## src/rtl/connect4_pkg.sv

```systemverilog
// rtl/connect4_pkg.sv - shared types and board constants for the connect-four datapath
// Purpose: cell/player colour encoding, move controller states, default board size,
//          and a turn-toggle helper.
// Ports: none (package).
package connect4_pkg;

  typedef enum logic [1:0] {
    OFF   = 2'b00,
    RED   = 2'b01,
    GREEN = 2'b10
  } light_t;

  typedef enum logic [2:0] {
    CLEAR,
    IDLE,
    PLACE,
    CHECK,
    OVER
  } ctrl_state_t;

  localparam int DEF_ROWS = 6;
  localparam int DEF_COLS = 7;

  function automatic light_t next_player(input light_t p);
    return (p == GREEN) ? RED : GREEN;
  endfunction

endpackage

```

## src/rtl/drop_controller_rise_edge.sv

```systemverilog
// rtl/drop_controller_rise_edge.sv - rising-edge detector for synchronised button levels
// Purpose: one-cycle pulse on each 0->1 transition of a level input.
// Ports:
//   clock - system clock, posedge
//   reset - asynchronous, active-low
//   level - synchronised button level
//   pulse - high for one cycle after level rises
module rise_edge (
  input  logic clock,
  input  logic reset,
  input  logic level,
  output logic pulse
);

  logic level_q;

  always_ff @(posedge clock or negedge reset) begin
    if (!reset) level_q <= 1'b0;
    else        level_q <= level;
  end

  assign pulse = level & ~level_q;

endmodule

```

## src/rtl/drop_controller.sv

```systemverilog
// rtl/drop_controller.sv - connect-four move controller driving the cell array
// Purpose: turns a column select plus drop press into a one-hot cell load for the
//          lowest empty row, waits for the win detector, alternates turns, and
//          tracks column-full, draw and game-over. Issues the board clear on new game.
// Ports:
//   clock      - system clock, posedge
//   reset      - asynchronous, active-low
//   drop       - drop request level (edge-detected internally)
//   col_sel    - selected column, 0 = leftmost
//   new_game   - level; forces a board clear
//   win        - win detector output for the current board
//   player     - colour to place (2'b10 green, 2'b01 red)
//   cell_load  - one-hot load, bit = row*COLS + col, row 0 = bottom
//   cell_clear - one-cycle pulse clearing every cell
//   col_full   - bit c set when column c is full
//   busy       - controller not in IDLE or OVER
//   game_over  - controller in OVER
//   draw       - board filled without a win
module drop_controller
  import connect4_pkg::*;
#(
  parameter int COLS = DEF_COLS,
  parameter int ROWS = DEF_ROWS,
  parameter int CW   = $clog2(COLS)
) (
  input  logic                 clock,
  input  logic                 reset,
  input  logic                 drop,
  input  logic [CW-1:0]        col_sel,
  input  logic                 new_game,
  input  logic                 win,
  output logic [1:0]           player,
  output logic [ROWS*COLS-1:0] cell_load,
  output logic                 cell_clear,
  output logic [COLS-1:0]      col_full,
  output logic                 busy,
  output logic                 game_over,
  output logic                 draw
);

  localparam int HW = $clog2(ROWS + 1);
  localparam int MW = $clog2(ROWS * COLS + 1);
  localparam int IW = $clog2(ROWS * COLS);

  ctrl_state_t   state, next_state;
  logic [HW-1:0] h [COLS];
  logic [MW-1:0] moves;
  logic [CW-1:0] col_q;
  light_t        player_q;
  logic          drop_edge;
  logic          col_ok;
  logic          board_full;
  logic [IW-1:0] load_idx;

  rise_edge u_drop_edge (
    .clock (clock),
    .reset (reset),
    .level (drop),
    .pulse (drop_edge)
  );

  always_comb begin
    col_full = '0;
    for (int c = 0; c < COLS; c++) col_full[c] = (h[c] == HW'(ROWS));
  end

  // Out-of-range columns are rejected before col_full is consulted.
  assign col_ok     = (int'(col_sel) < COLS) && !col_full[col_sel] && !win;
  assign board_full = (moves == MW'(ROWS * COLS));
  assign load_idx   = IW'(h[col_q]) * IW'(COLS) + IW'(col_q);

  always_comb begin
    next_state = state;
    case (state)
      CLEAR: next_state = IDLE;
      IDLE:  if (drop_edge && col_ok) next_state = PLACE;
      PLACE: next_state = CHECK;
      CHECK: begin
        if (win || board_full) next_state = OVER;
        else                   next_state = IDLE;
      end
      OVER:    next_state = OVER;
      default: next_state = CLEAR;
    endcase
    if (new_game) next_state = CLEAR;
  end

  always_ff @(posedge clock or negedge reset) begin
    if (!reset) begin
      state      <= CLEAR;
      moves      <= '0;
      col_q      <= '0;
      player_q   <= GREEN;
      draw       <= 1'b0;
      cell_clear <= 1'b0;
      for (int c = 0; c < COLS; c++) h[c] <= '0;
    end else begin
      state <= next_state;
      // Registered so it never coincides with a PLACE-cycle load.
      cell_clear <= (state == CLEAR);
      case (state)
        CLEAR: begin
          moves    <= '0;
          player_q <= GREEN;
          draw     <= 1'b0;
          for (int c = 0; c < COLS; c++) h[c] <= '0;
        end
        IDLE: if (next_state == PLACE) col_q <= col_sel;
        PLACE: begin
          h[col_q] <= h[col_q] + 1'b1;
          moves    <= moves + 1'b1;
        end
        CHECK: begin
          if (next_state == IDLE) player_q <= next_player(player_q);
          if (next_state == OVER && !win) draw <= 1'b1;
        end
        default: ;
      endcase
    end
  end

  // Decoded from state so an async reset in PLACE kills the load at once.
  always_comb begin
    cell_load = '0;
    if (state == PLACE) cell_load[load_idx] = 1'b1;
  end

  assign player    = player_q;
  assign busy      = (state != IDLE) && (state != OVER);
  assign game_over = (state == OVER);

endmodule

```

## config.mk

```make
export PLATFORM = sky130hd
export DESIGN_NAME = drop_controller
export DESIGN_NICKNAME = d
export VERILOG_FILES = /design/src/rtl/connect4_pkg.sv /design/src/rtl/drop_controller_rise_edge.sv /design/src/rtl/drop_controller.sv
export SDC_FILE = /design/constraint.sdc
export NUM_CORES = 1
export LEC_CHECK = 0
export ABC_CLOCK_PERIOD_IN_PS = 9010
export BUFFER_PORTS_ARGS = -buffer_cell sky130_fd_sc_hd__buf_2
export CORE_ASPECT_RATIO = 1.75
export CORE_MARGIN = 4
export CORE_UTILIZATION = 55
export DETAILED_ROUTE_END_ITERATION = 6
export PLACE_DENSITY = 0.82
export SLEW_MARGIN = 20
export SYNTH_ARGS = -nofsm -noshare
export SYNTH_HDL_FRONTEND = slang
export SYNTH_SLANG_ARGS = --single-unit
```

## constraint.sdc

```tcl
create_clock -name clock -period 9.01 [get_ports clock]
set_clock_uncertainty 0.2 [all_clocks]
set_input_delay 1.3515 -clock clock [delete_from_list [all_inputs] [get_ports clock]]
set_output_delay 1.3515 -clock clock [all_outputs]
set_load 0.005 [all_outputs]
```

==> results by stage <==
Cells and area:
- Cells with a size suffix above 1 make up 22.07% of the layout.
- The total inserted antenna cells is 0.
- The post-layout net count is 381.
- The most frequent standard cell in the layout excluding fill and tap cells is buf_2.
- The number of filler instances in the final layout is 426.
- In the layout the commonest cells are buf_2 (62), nor2_1 (60), dfrtp_1 (37).
- The area added between synthesis and finish is 15.08%.

Floorplan:
- The standard cell core area is 0.004666 mm2.
- The die covers 0.005996 mm2.
- Pin placement for this block handled 63 I/O pins.
- The overall die height is 99.48 um.
- In this run the horizontal extent of the chip is 60.28 um.
- The site row count is 33.
- The initial core utilization is 56.37%.

Synth:
- The most area-hungry cell type in the Yosys netlist is dfrtp_1.
- Sequential cells were found to cover 36.20% of the synthesized design area.
- The mean area per synthesized cell is 8.680 um2.
- Among all flip-flop cells after synthesis, the most frequent one is dfrtp_1.
- The number of cells produced by synthesis is 303.
- In this run, distinct cell masters in the synthesized netlist total 52.
- After synthesis, the share of flip-flops with an asynchronous set or reset is 100.0%.
- Summing every instance area after synthesis gives 0.002630 mm2.
- In this run, synthesis inferred 0 flip-flops with an integrated enable.
- Synthesis produced a netlist with a net count of 327.
- For this run, the number of Yosys warnings is 0.
- By area the synthesized netlist is led by dfrtp_1 (35%), nor2_1 (8.6%), mux2i_1 (6.9%), ha_1 (5.7%), nand2_1 (4.9%).
- The area share of the leading cell type in the synthesized netlist is 35.20%.
- The flip-flop and latch count after synthesis is 38.

STA:
- The transition time at the pin with the least slew margin is 0.9120 ns.
- The headroom to the max-slew limit is 38.80%.
- The worst path setup slack after routing is 2.404 ns.
- Adding up every negative setup slack in the final design gives 0 ns.
- The final-report setup violation count is 0.
- The final critical path takes up 73.32% of the cycle.
- The number of max-slew violations in the final report is 0.
- Setup repair after global routing left no endpoint under its margin.
- The total count of hold-check failures in the final report is 0.
- The routed design could run at a clock period as short as 6.606 ns.
- Based on the critical path, the design can be clocked at up to 0.1514 GHz.

Outcome:
- The flow ran to the end, and the final reports show no timing, DRC or antenna violations.

Worst setup path:
- The arrival time of the worst setup path is 5.05 ns.
- The data required time at the worst endpoint is 7.46 ns.
- The maximum net fanout on the critical path is 16.
- STA classifies the critical path startpoint as a flip-flop.
- The category of the most critical setup path is flip-flop to primary output.
- The endpoint kind of the worst setup timing path is a primary output.

Power:
- Per report_power, the sequential group accounts for 52.9% of the total.
- Combinational cells account for 14.9% of the total power.
- The switching component of the power is 0.1131 mW.
- In this run the power density over the cells is 124.2 mW/mm2.
- The switching share of total power is 30.08%.
- The share of total power dissipated in the clock network is 32.2%.
- The leakage power of the design is 1.601 nW.
- The internal power component is 0.2629 mW.
- IR analysis of the VDD net gives a maximum drop of 0.1365 mV.

Drt:
- For this block, the initial DRC count from the detailed router was 68.
- The number of nets with antenna violations after routing is 0.
- Across all layers, the routed design uses 2369 vias.
- For this run, the detailed router's first-pass iteration total came to 4.
- After detailed routing, the number of remaining DRC violations is 0.
- The average detailed-routed wire length per instance is 15.66 um.
- The number of vias per cell is 5.778.
- Summed over all layers, the routed wires come to 6420 um.

Clock tree:
- The cts-stage hold buffer count is 0.
- The buffer depth of the longest clock path is 2.
- Clock tree synthesis selected as its root buffer the cell clkbuf_8.
- Once the clock tree was built, the setup fixing pass inserted 0 buffers.
- The CTS sink count is 38.
- The deepest level of the CTS H-tree is 2.
- TritonCTS created 5 clock buffers.
- The clock-pin slew reported for the worst setup and hold paths after clock tree synthesis is 0.08 ns.
- The source-to-sink clock delay at the later pin of the worst-skew pair is 0.29 ns.
- Post-CTS repair changed the size of 0 cells.
- TritonCTS built the clock tree.

Global routing:
- The total overflow left after global routing is 0.
- The number of global-route vias before repair was 2300.
- The first global-routing pass estimated 10590 um of wire.
- The pin count of the biggest net entering global routing is 39.
- The number of antenna violations at the first check in global routing came to 0.
- The overall routing resource usage is 23.24%.

Placement:
- Detailed placement ended at an HPWL of 5040 um.
- The count of buffers added on input and output ports is 62.
- The congestion estimate from routability-driven global placement came to 0.8988.
- The setup slack at placement is 2.731 ns.

Min path:
- The min-delay analysis places its worst path in the category flip-flop to flip-flop.

Run:
- Across the run, the number of max-cap violations was 0.
## worst max-delay path: stages (launching register included)
cell and delay [ns]:
dfrtp_1 0.71, mux2i_1 0.15, nor2_1 0.12, a21oi_1 0.07, o21ai_1 0.72, fa_1 0.57
fa_1 0.51, fa_1 0.47, a21o_1 0.17, a21oi_1 0.16, xor2_1 0.33, or3b_1 0.53
nor2_1 0.14, buf_2 0.12
## cells by family after synthesis
family                   after synthesis  synth area share (%)
AND/OR/NAND/NOR                      154                 28.88
AO/OA/AOI/OAI                         43                 10.85
flip-flops                            38                 36.20
multiplexers                          24                 9.847
buffers and inverters                 23                 3.806
adder cells (fa/ha/maj)               16                 8.754
XOR/XNOR                               5                 1.665
## layout make-up
cell class / count / area (um2) / share of cell area (%)
Sequential cell: 38 / 952.2 / 31.46
Clock inverter: 1 / 5.005 / 0.1654
Timing Repair Buffer: 62 / 310.3 / 10.25
Tap cell: 52 / 65.06 / 2.150
Inverter: 8 / 30.03 / 0.9921
Clock buffer: 7 / 86.33 / 2.852
Multi-Input combinational cell: 242 / 1578 / 52.13
## Yosys cell counts, types with 3 or more instances
cell type  instances
mux2_1             3
dfrtp_1           37
nor2_1            60
nor2b_1            5
nand2_1           34
clkbuf_1          11
a21oi_1            4
a21o_1             4
xor2_1             4
a22o_1             4
nand3b_1           5
fa_1               4
mux2i_1           18
and3b_1            3
nand3_1           18
inv_1              8
nor3b_1            3
nand2b_1           3
nand4_1            4
and3_1             3
nor3_1             3
ha_1              12
o21ai_0           17
## sequential cells by signal (all words and copies together), names as in the netlist
register and count:
moves 6, col_q 3, cell_clear 1, draw 1, h 21, player 2, state 3, u_drop_edge.level_q 1
## through the flow
stage / cell area, um2 / cells / hold WS (ns) / power, mW / utilization, %
after floorplan: 2630 / 303 / 0.2785 / 0.2413 / -
after global routing: 3027 / 410 / 0.3428 / 0.3965 / 64.87
after global placement: 2935 / 402 / 0.2881 / 0.2552 / 62.91
final: 3027 / 410 / 0.3050 / 0.3760 / 64.87
after detailed placement: 2935 / 402 / 0.2970 / 0.2579 / 62.91
after CTS: 3027 / 410 / 0.3079 / 0.3806 / 64.87
## worst paths after layout
| path | from | endpoint | slack (ns) | cells past startpoint |
|---|---|---|---|---|
| setup / recovery | col_q[0] | cell_load[23] | 2.40 | 13 |
| hold reg to reg | player[1] | player[1] | 0.31 | 2 |
| setup reg to reg | col_q[0] | h[17] | 5.82 | 6 |
| max in group asynchronous | reset | h[20] | 7.11 | 1 |
| min in group asynchronous | reset | draw | 0.95 | 1 |
| hold / removal | player[1] | player[1] | 0.31 | 2 |
## power groups by stage
stage	Sequential, mW	Clock, mW	Combinational (mW)
floorplan	0.187	0	0.0546
global placement	0.201	0	0.0543
detailed placement	0.202	0	0.0561
CTS	0.199	0.125	0.0566
global route	0.201	0.132	0.0637
finish	0.199	0.121	0.0559
## routing by layer
layer	routed length [um]	global-route usage [%]	up-vias
met5	0	0	-
li1	-	-	1161
met1	2298	23.54	1104
met2	3485	43.00	84
met3	382	3.377	20
met4	254	12.46	0
Note: power is estimated with default switching activity, not from simulation.
